===== src/rtl/fp_pkg.sv =====
// Shared single-precision constants and types for the adder's alignment
// and normalization stages.
package fp_pkg;

    localparam int unsigned EXP_N      = 8;
    localparam int unsigned FRAC_N     = 23;
    localparam int unsigned MANTISSA_N = 25;
    localparam int unsigned MAX_SHIFT  = MANTISSA_N + 1;

    typedef struct packed {
        logic              sign;
        logic [EXP_N-1:0]  exp;
        logic [FRAC_N-1:0] frac;
    } fp_t;

    typedef enum logic [1:0] {
        IDLE,
        ALIGN,
        DONE
    } state_t;

endpackage


===== src/rtl/fp_unpack.sv =====
// Combinational unpack of one operand into sign, effective exponent,
// headroom-padded mantissa and an Inf/NaN flag.
module fp_unpack
    import fp_pkg::*;
#(
    parameter int unsigned EXP_W  = fp_pkg::EXP_N,
    parameter int unsigned FRAC_W = fp_pkg::FRAC_N,
    parameter int unsigned MANT_W = fp_pkg::MANTISSA_N
) (
    input  logic [EXP_W+FRAC_W:0] op_i,
    output logic                  sign_o,
    output logic [EXP_W-1:0]      exp_o,
    output logic [MANT_W-1:0]     mant_o,
    output logic                  special_o
);

    logic [EXP_W-1:0]  raw_exp;
    logic [FRAC_W-1:0] frac;
    logic              hidden;

    assign sign_o  = op_i[EXP_W+FRAC_W];
    assign raw_exp = op_i[EXP_W+FRAC_W-1:FRAC_W];
    assign frac    = op_i[FRAC_W-1:0];
    assign hidden  = |raw_exp;

    // Denormals use effective exponent 1 with no hidden bit.
    assign exp_o     = hidden ? raw_exp : EXP_W'(1);
    assign mant_o    = MANT_W'({1'b0, hidden, frac});
    assign special_o = &raw_exp;

endmodule


===== src/rtl/operand_aligner.sv =====
// Pre-add alignment: orders two operands by magnitude and right-shifts the
// smaller mantissa one bit per cycle, accumulating a sticky bit.
module operand_aligner #(
    parameter int unsigned EXP_N      = fp_pkg::EXP_N,
    parameter int unsigned FRAC_N     = fp_pkg::FRAC_N,
    parameter int unsigned MANTISSA_N = fp_pkg::MANTISSA_N,
    parameter int unsigned MAX_SHIFT  = MANTISSA_N + 1
) (
    input  logic                    clock,
    input  logic                    reset,
    input  logic [EXP_N+FRAC_N:0]   opA,
    input  logic [EXP_N+FRAC_N:0]   opB,
    input  logic                    inValid,
    output logic                    inReady,
    output logic                    outValid,
    input  logic                    outReady,
    output logic                    bigSign,
    output logic [MANTISSA_N-1:0]   bigMantissa,
    output logic                    smallSign,
    output logic [MANTISSA_N-1:0]   smallMantissa,
    output logic                    sticky,
    output logic [EXP_N-1:0]        exp,
    output logic                    swapped,
    output logic                    special
);

    import fp_pkg::*;

    localparam int unsigned CNT_W = $clog2(MAX_SHIFT + 1);

    logic                  sign_a, sign_b, spec_a, spec_b;
    logic [EXP_N-1:0]      exp_a, exp_b;
    logic [MANTISSA_N-1:0] mant_a, mant_b;

    fp_unpack #(.EXP_W(EXP_N), .FRAC_W(FRAC_N), .MANT_W(MANTISSA_N)) u_unpack_a (
        .op_i      (opA),
        .sign_o    (sign_a),
        .exp_o     (exp_a),
        .mant_o    (mant_a),
        .special_o (spec_a)
    );

    fp_unpack #(.EXP_W(EXP_N), .FRAC_W(FRAC_N), .MANT_W(MANTISSA_N)) u_unpack_b (
        .op_i      (opB),
        .sign_o    (sign_b),
        .exp_o     (exp_b),
        .mant_o    (mant_b),
        .special_o (spec_b)
    );

    state_t                state_q, state_d;
    logic [CNT_W-1:0]      cnt_q, cnt_d;
    logic                  big_sign_q, big_sign_d;
    logic [MANTISSA_N-1:0] big_mant_q, big_mant_d;
    logic                  small_sign_q, small_sign_d;
    logic [MANTISSA_N-1:0] small_mant_q, small_mant_d;
    logic                  sticky_q, sticky_d;
    logic [EXP_N-1:0]      exp_q, exp_d;
    logic                  swapped_q, swapped_d;
    logic                  special_q, special_d;

    logic                  a_big;
    logic                  any_special;
    logic [EXP_N-1:0]      diff;
    logic [CNT_W-1:0]      count;

    // Full tie (equal exponent and mantissa) keeps A as the big operand.
    assign a_big       = (exp_a > exp_b) || ((exp_a == exp_b) && (mant_a >= mant_b));
    assign any_special = spec_a | spec_b;
    assign diff        = a_big ? (exp_a - exp_b) : (exp_b - exp_a);
    assign count       = (32'(diff) > MAX_SHIFT) ? CNT_W'(MAX_SHIFT) : CNT_W'(diff);

    always_comb begin
        state_d      = state_q;
        cnt_d        = cnt_q;
        big_sign_d   = big_sign_q;
        big_mant_d   = big_mant_q;
        small_sign_d = small_sign_q;
        small_mant_d = small_mant_q;
        sticky_d     = sticky_q;
        exp_d        = exp_q;
        swapped_d    = swapped_q;
        special_d    = special_q;

        unique case (state_q)
            IDLE: begin
                if (inValid) begin
                    big_sign_d   = a_big ? sign_a : sign_b;
                    big_mant_d   = a_big ? mant_a : mant_b;
                    small_sign_d = a_big ? sign_b : sign_a;
                    small_mant_d = a_big ? mant_b : mant_a;
                    exp_d        = a_big ? exp_a : exp_b;
                    swapped_d    = ~a_big;
                    special_d    = any_special;
                    sticky_d     = 1'b0;
                    if (any_special || (count == '0)) begin
                        cnt_d   = '0;
                        state_d = DONE;
                    end else begin
                        cnt_d   = count;
                        state_d = ALIGN;
                    end
                end
            end
            ALIGN: begin
                small_mant_d = small_mant_q >> 1;
                sticky_d     = sticky_q | small_mant_q[0];
                cnt_d        = cnt_q - CNT_W'(1);
                if (cnt_q == CNT_W'(1)) begin
                    state_d = DONE;
                end
            end
            DONE: begin
                if (outReady) begin
                    state_d = IDLE;
                end
            end
            default: state_d = IDLE;
        endcase
    end

    always_ff @(posedge clock) begin
        if (reset) begin
            state_q      <= IDLE;
            cnt_q        <= '0;
            big_sign_q   <= 1'b0;
            big_mant_q   <= '0;
            small_sign_q <= 1'b0;
            small_mant_q <= '0;
            sticky_q     <= 1'b0;
            exp_q        <= '0;
            swapped_q    <= 1'b0;
            special_q    <= 1'b0;
        end else begin
            state_q      <= state_d;
            cnt_q        <= cnt_d;
            big_sign_q   <= big_sign_d;
            big_mant_q   <= big_mant_d;
            small_sign_q <= small_sign_d;
            small_mant_q <= small_mant_d;
            sticky_q     <= sticky_d;
            exp_q        <= exp_d;
            swapped_q    <= swapped_d;
            special_q    <= special_d;
        end
    end

    assign inReady       = (state_q == IDLE);
    assign outValid      = (state_q == DONE);
    assign bigSign       = big_sign_q;
    assign bigMantissa   = big_mant_q;
    assign smallSign     = small_sign_q;
    assign smallMantissa = small_mant_q;
    assign sticky        = sticky_q;
    assign exp           = exp_q;
    assign swapped       = swapped_q;
    assign special       = special_q;

endmodule


===== config.mk =====
export PLATFORM = sky130hd
export DESIGN_NAME = operand_aligner
export DESIGN_NICKNAME = d
export VERILOG_FILES = /design/src/rtl/fp_pkg.sv /design/src/rtl/fp_unpack.sv /design/src/rtl/operand_aligner.sv
export SDC_FILE = /design/constraint.sdc
export NUM_CORES = 1
export LEC_CHECK = 0
export ABC_AREA = 0
export ABC_CLOCK_PERIOD_IN_PS = 3800
export CAP_MARGIN = 15
export CORE_MARGIN = 3
export CORE_UTILIZATION = 58
export CTS_CLUSTER_SIZE = 24
export DETAILED_ROUTE_END_ITERATION = 16
export DONT_BUFFER_PORTS = 1
export PLACE_DENSITY_LB_ADDON = 0.08
export SKIP_CTS_REPAIR_TIMING = 1
export SYNTH_ARGS = -nofsm -noshare
export SYNTH_HDL_FRONTEND = slang
export SYNTH_SLANG_ARGS = --single-unit

===== constraint.sdc =====
create_clock -name clock -period 3.8 [get_ports clock]
set_input_delay 0.76 -clock clock [delete_from_list [all_inputs] [get_ports clock]]
set_output_delay 0.76 -clock clock [all_outputs]
set_load 0.05 [all_outputs]

==> results by group <==
Global route
  – Grt ovf: 0
  – Total Routing Usage GR: 0.261
  – Initial antenna violation count: 0
  – Pin count of the biggest net entering global routing: 84
  – Vias in the first global route: about 3900
  – First-pass GRT wire length: 18900 um

Final layout
  – Most frequent cells in the layout: 74 x nor2_1, 68 x dfxtp_1, 52 x nand2_1, 44 x inv_1, 41 x ha_1
  – Commonest non-fill, non-tap cell in the layout: nor2_1
  – Filler Cell Count: 652
  – Syn-to-layout area delta: 7.88%
  – Ant. Diodes: 0
  – Layout cells sized above 1: 0.0976
  – Finished Cell Area: 4970 um2
  – Final Util: 0.664
  – Nets: 680
  – Layout Cells excl Fill: 673

Route
  – Drt pass-1 iters: 6
  – Initial drt markers: 233
  – Via/cell ratio: ~6.3
  – Antenna Nets Post-Route: 0
  – Routed via count: 4207
  – Routed WL: 12100 um
  – Drt drc: 0
  – WL/cell: 18.0 um

Floorplanning
  – Starting density of the core: 0.615
  – Rows: 31
  – Placeable core area: 7490 um2
  – Area of the die: 9050 um2
  – # IOs: 133
  – Height of the chip: 95.1 um
  – Die width: 95.1 um

STA
  – Slew margin rel.: 0.374
  – TNS Setup: 0 ns
  – Period utilisation layout: 0.938
  – Worst Tran Pin Value: around 0.94 ns
  – Crit path time final: 3.56 ns
  – Max-slew violations: 0
  – Achievable Freq: 0.281 GHz
  – Count of final setup violators: 0
  – Hold WS: roughly 0.48 ns
  – Setup skew after layout: between 0.01 and 0.015 ns
  – RSZ-0062 raised after global routing: no
  – Hold Fails Final Rpt: 0

Placed design
  – GPL Wtd Cong: between 0.9 and 1
  – Post-DP Area: 4760 um2
  – PortBufs: 0
  – HPWL after detailed placement: 8930 um
  – Post-Place Cells: ~660

CTS
  – Max Root-Sink Buffers: 2
  – Num Clock Sinks: a little under 70
  – CTS clk-pin slew, worst paths: roughly 0.08 ns
  – TritonCTS clock tree: yes
  – CTS Root Cell: clkbuf_8
  – CTS HTree Levels: 3
  – CTS buffer count: 9
  – Latest clock arrival within the worst-skew pair: 0.34 ns

Power
  – Pwr dens: 462 nW/um2
  – Net Sw Frac: 0.411
  – Static leakage: 2.21 nW
  – Clock network fraction of design power: 0.262
  – Sequential power share: 0.476
  – Internal: 0.00135 W
  – Sw Pwr: between 0.0009 and 0.001 W
  – Comb power frac: 0.262
  – Peak VDD IR: 0.000282 V

Synthesis
  – Top_reg_cell synth: dfxtp_1
  – Cells after Synth: 586
  – Multiplexer area fraction after synthesis: 0.0682
  – Synthesized flop and latch total: 68
  – Synth Area in XOR/XNOR: 0.0114
  – Syn_area_per_cell: 7.86 um2
  – Post-synth cell types: 55
  – Post-synth EDFFs: 0
  – Cell Area, Synth: ~4600 um2
  – Seq/Total Area, Yosys: 0.296
  – Syn. warnings: 0
  – Adder-cell share of the synthesized area: 0.120
  – Largest family of logic cells by synthesized area: compound AO/OA/AOI/OAI gates
  – Synth async-reset ratio: 0
  – Synthesized-area fraction occupied by and/or/nand/nor cells: 0.177
  – Synth Area in Compound Gates: 0.243

Setup path
  – Worst Path Arrival: 3.77 ns
  – WP data required: 4.01 ns
  – CP Capture Type: flop
  – Crit Path Class: primary input to flop
  – Worst r2r path cells: 6
  – Crit-path max FO: 6
  – Critical Path Start Type: primary input

Status
  – Status: finished clean

Min path
  – WHS Path Cells: 1
  – Hold crit path type: primary input to flop

Job
  – Maxcap violations: 0
-- cell type report --
| cell class | count | area (um2) | share of cell area |
|---|---|---|---|
| sequential | 68 | 1360 | 0.274 |
| clock inverter | 6 | 65.1 | 0.0131 |
| tap | 99 | 124 | 0.0249 |
| timing repair buffer | 23 | 210 | 0.0423 |
| clock buffer | 10 | 128 | 0.0257 |
| multi-input combinational | 422 | 2910 | 0.586 |
| inverter | 45 | 169 | 0.0340 |
-- cells by family (layout without fill, tap and decap cells) --
logic type	count (synthesis)	in the layout
and+or+nand+nor	182	182
other	1	2
DFF	68	68
xor gates and xnor gates	6	6
muxes	31	31
adders and majority gates	43	43
AOI/OAI and AO/OA	158	158
buffers and inverters	97	84
-- final timing paths --
| path | start | slack [ns] | endpoint |
|---|---|---|---|
| hold reg to reg | cnt_q[3]$_SDFFE_PP0P_ | 0.50 | cnt_q[3]$_SDFFE_PP0P_ |
| setup reg to reg | state_q[0]$_SDFFE_PP0P_ | 1.75 | cnt_q[0]$_SDFFE_PP0P_ |
| setup / recovery | opB[24] | 0.24 | cnt_q[4]$_SDFFE_PP0P_ |
| hold / removal | reset | 0.48 | exp[1]$_SDFFE_PP0P_ |
-- flip-flops by register name, indices dropped and copies added, names as in the netlist --
| signal | count |
|---|---|
| smallMantissa | 24 |
| smallSign | 1 |
| bigSign | 1 |
| special | 1 |
| cnt_q | 5 |
| sticky | 1 |
| state_q | 2 |
| swapped | 1 |
| bigMantissa | 24 |
| exp | 8 |
-- per-layer routing --
metal | share of wire | wire, um | GRT usage | up-vias
li1 | - | - | - | 2077
met1 | 0.44 | 5310 | 0.339 | 1947
met2 | 0.46 | 5530 | 0.414 | 171
met3 | 0.096 | 1170 | 0.0821 | 12
met4 | 0.0088 | 107 | 0.0781 | 0
met5 | 0 | 0 | 0 | -
-- worst max-delay path, cell delays in order --
cell and delay (ns):
or4_4 0.53, nor2_4 0.15, nor2_2 0.07, inv_1 0.05, ha_1 0.15, inv_2 0.05, fa_2 0.36, a21oi_2 0.11
nor4_1 0.06, o21ai_1 0.13, nand2b_1 0.15, a221o_1 0.34, o21ai_0 0.10, xnor2_1 0.19, o41ai_1 0.45, a31oi_1 0.13
-- cell usage after synthesis, types with 2 or more instances --
| cell | count | share of area |
|---|---|---|
| a31oi_1 | 3 | 0.0041 |
| dfxtp_1 | 68 | 0.30 |
| buf_4 | 2 | 0.0033 |
| a21oi_1 | 27 | 0.029 |
| inv_1 | 45 | 0.037 |
| ha_1 | 41 | 0.11 |
| mux2_2 | 2 | 0.0049 |
| fa_1 | 2 | 0.0087 |
| a311oi_1 | 9 | 0.017 |
| nand2b_1 | 3 | 0.0041 |
| and2_1 | 2 | 0.0027 |
| or4_1 | 2 | 0.0033 |
| nor3_1 | 10 | 0.011 |
| xor2_1 | 3 | 0.0057 |
| a222oi_1 | 23 | 0.050 |
| xnor2_1 | 3 | 0.0057 |
| clkbuf_1 | 41 | 0.033 |
| nor2b_1 | 3 | 0.0041 |
| buf_1 | 4 | 0.0033 |
| o21bai_1 | 3 | 0.0049 |
| a21o_1 | 6 | 0.0098 |
| nor4_1 | 5 | 0.0068 |
| or3_1 | 2 | 0.0027 |
| o211a_1 | 2 | 0.0043 |
| a21boi_1 | 2 | 0.0033 |
| buf_2 | 4 | 0.0043 |
| nor3b_1 | 2 | 0.0033 |
| mux2i_1 | 28 | 0.061 |
| o21ai_0 | 27 | 0.029 |
| o211ai_1 | 4 | 0.0065 |
| nand3_1 | 11 | 0.012 |
| nor2_1 | 76 | 0.062 |
| o21ai_1 | 11 | 0.012 |
| nand2_1 | 52 | 0.042 |
| a221o_1 | 2 | 0.0043 |
| o41ai_1 | 2 | 0.0038 |
| nand4_1 | 7 | 0.0095 |
| nor4b_1 | 2 | 0.0038 |
| a211oi_1 | 29 | 0.047 |
-- per-stage QoR --
stage	power [W]	setup slack (ns)
finish	0.00229	0.236
global placement	0.00168	-0.121
detailed placement	0.00170	-0.218
CTS	0.00230	0.118
global route	0.00242	0.0659
floorplan	0.00156	-0.00875
-- power groups by stage --
stage	clock network [W]	registers [W]	logic [W]
6_report	0.000601	0.00109	0.000600
5_1_grt	0.000642	0.00110	0.000674
4_1_cts	0.000607	0.00109	0.000596
3_5_place_dp	0	0.00111	0.000593
3_3_place_gp	0	0.00111	0.000576
2_1_floorplan	0	0.00109	0.000476
Note: power is estimated with default switching activity, not from simulation.
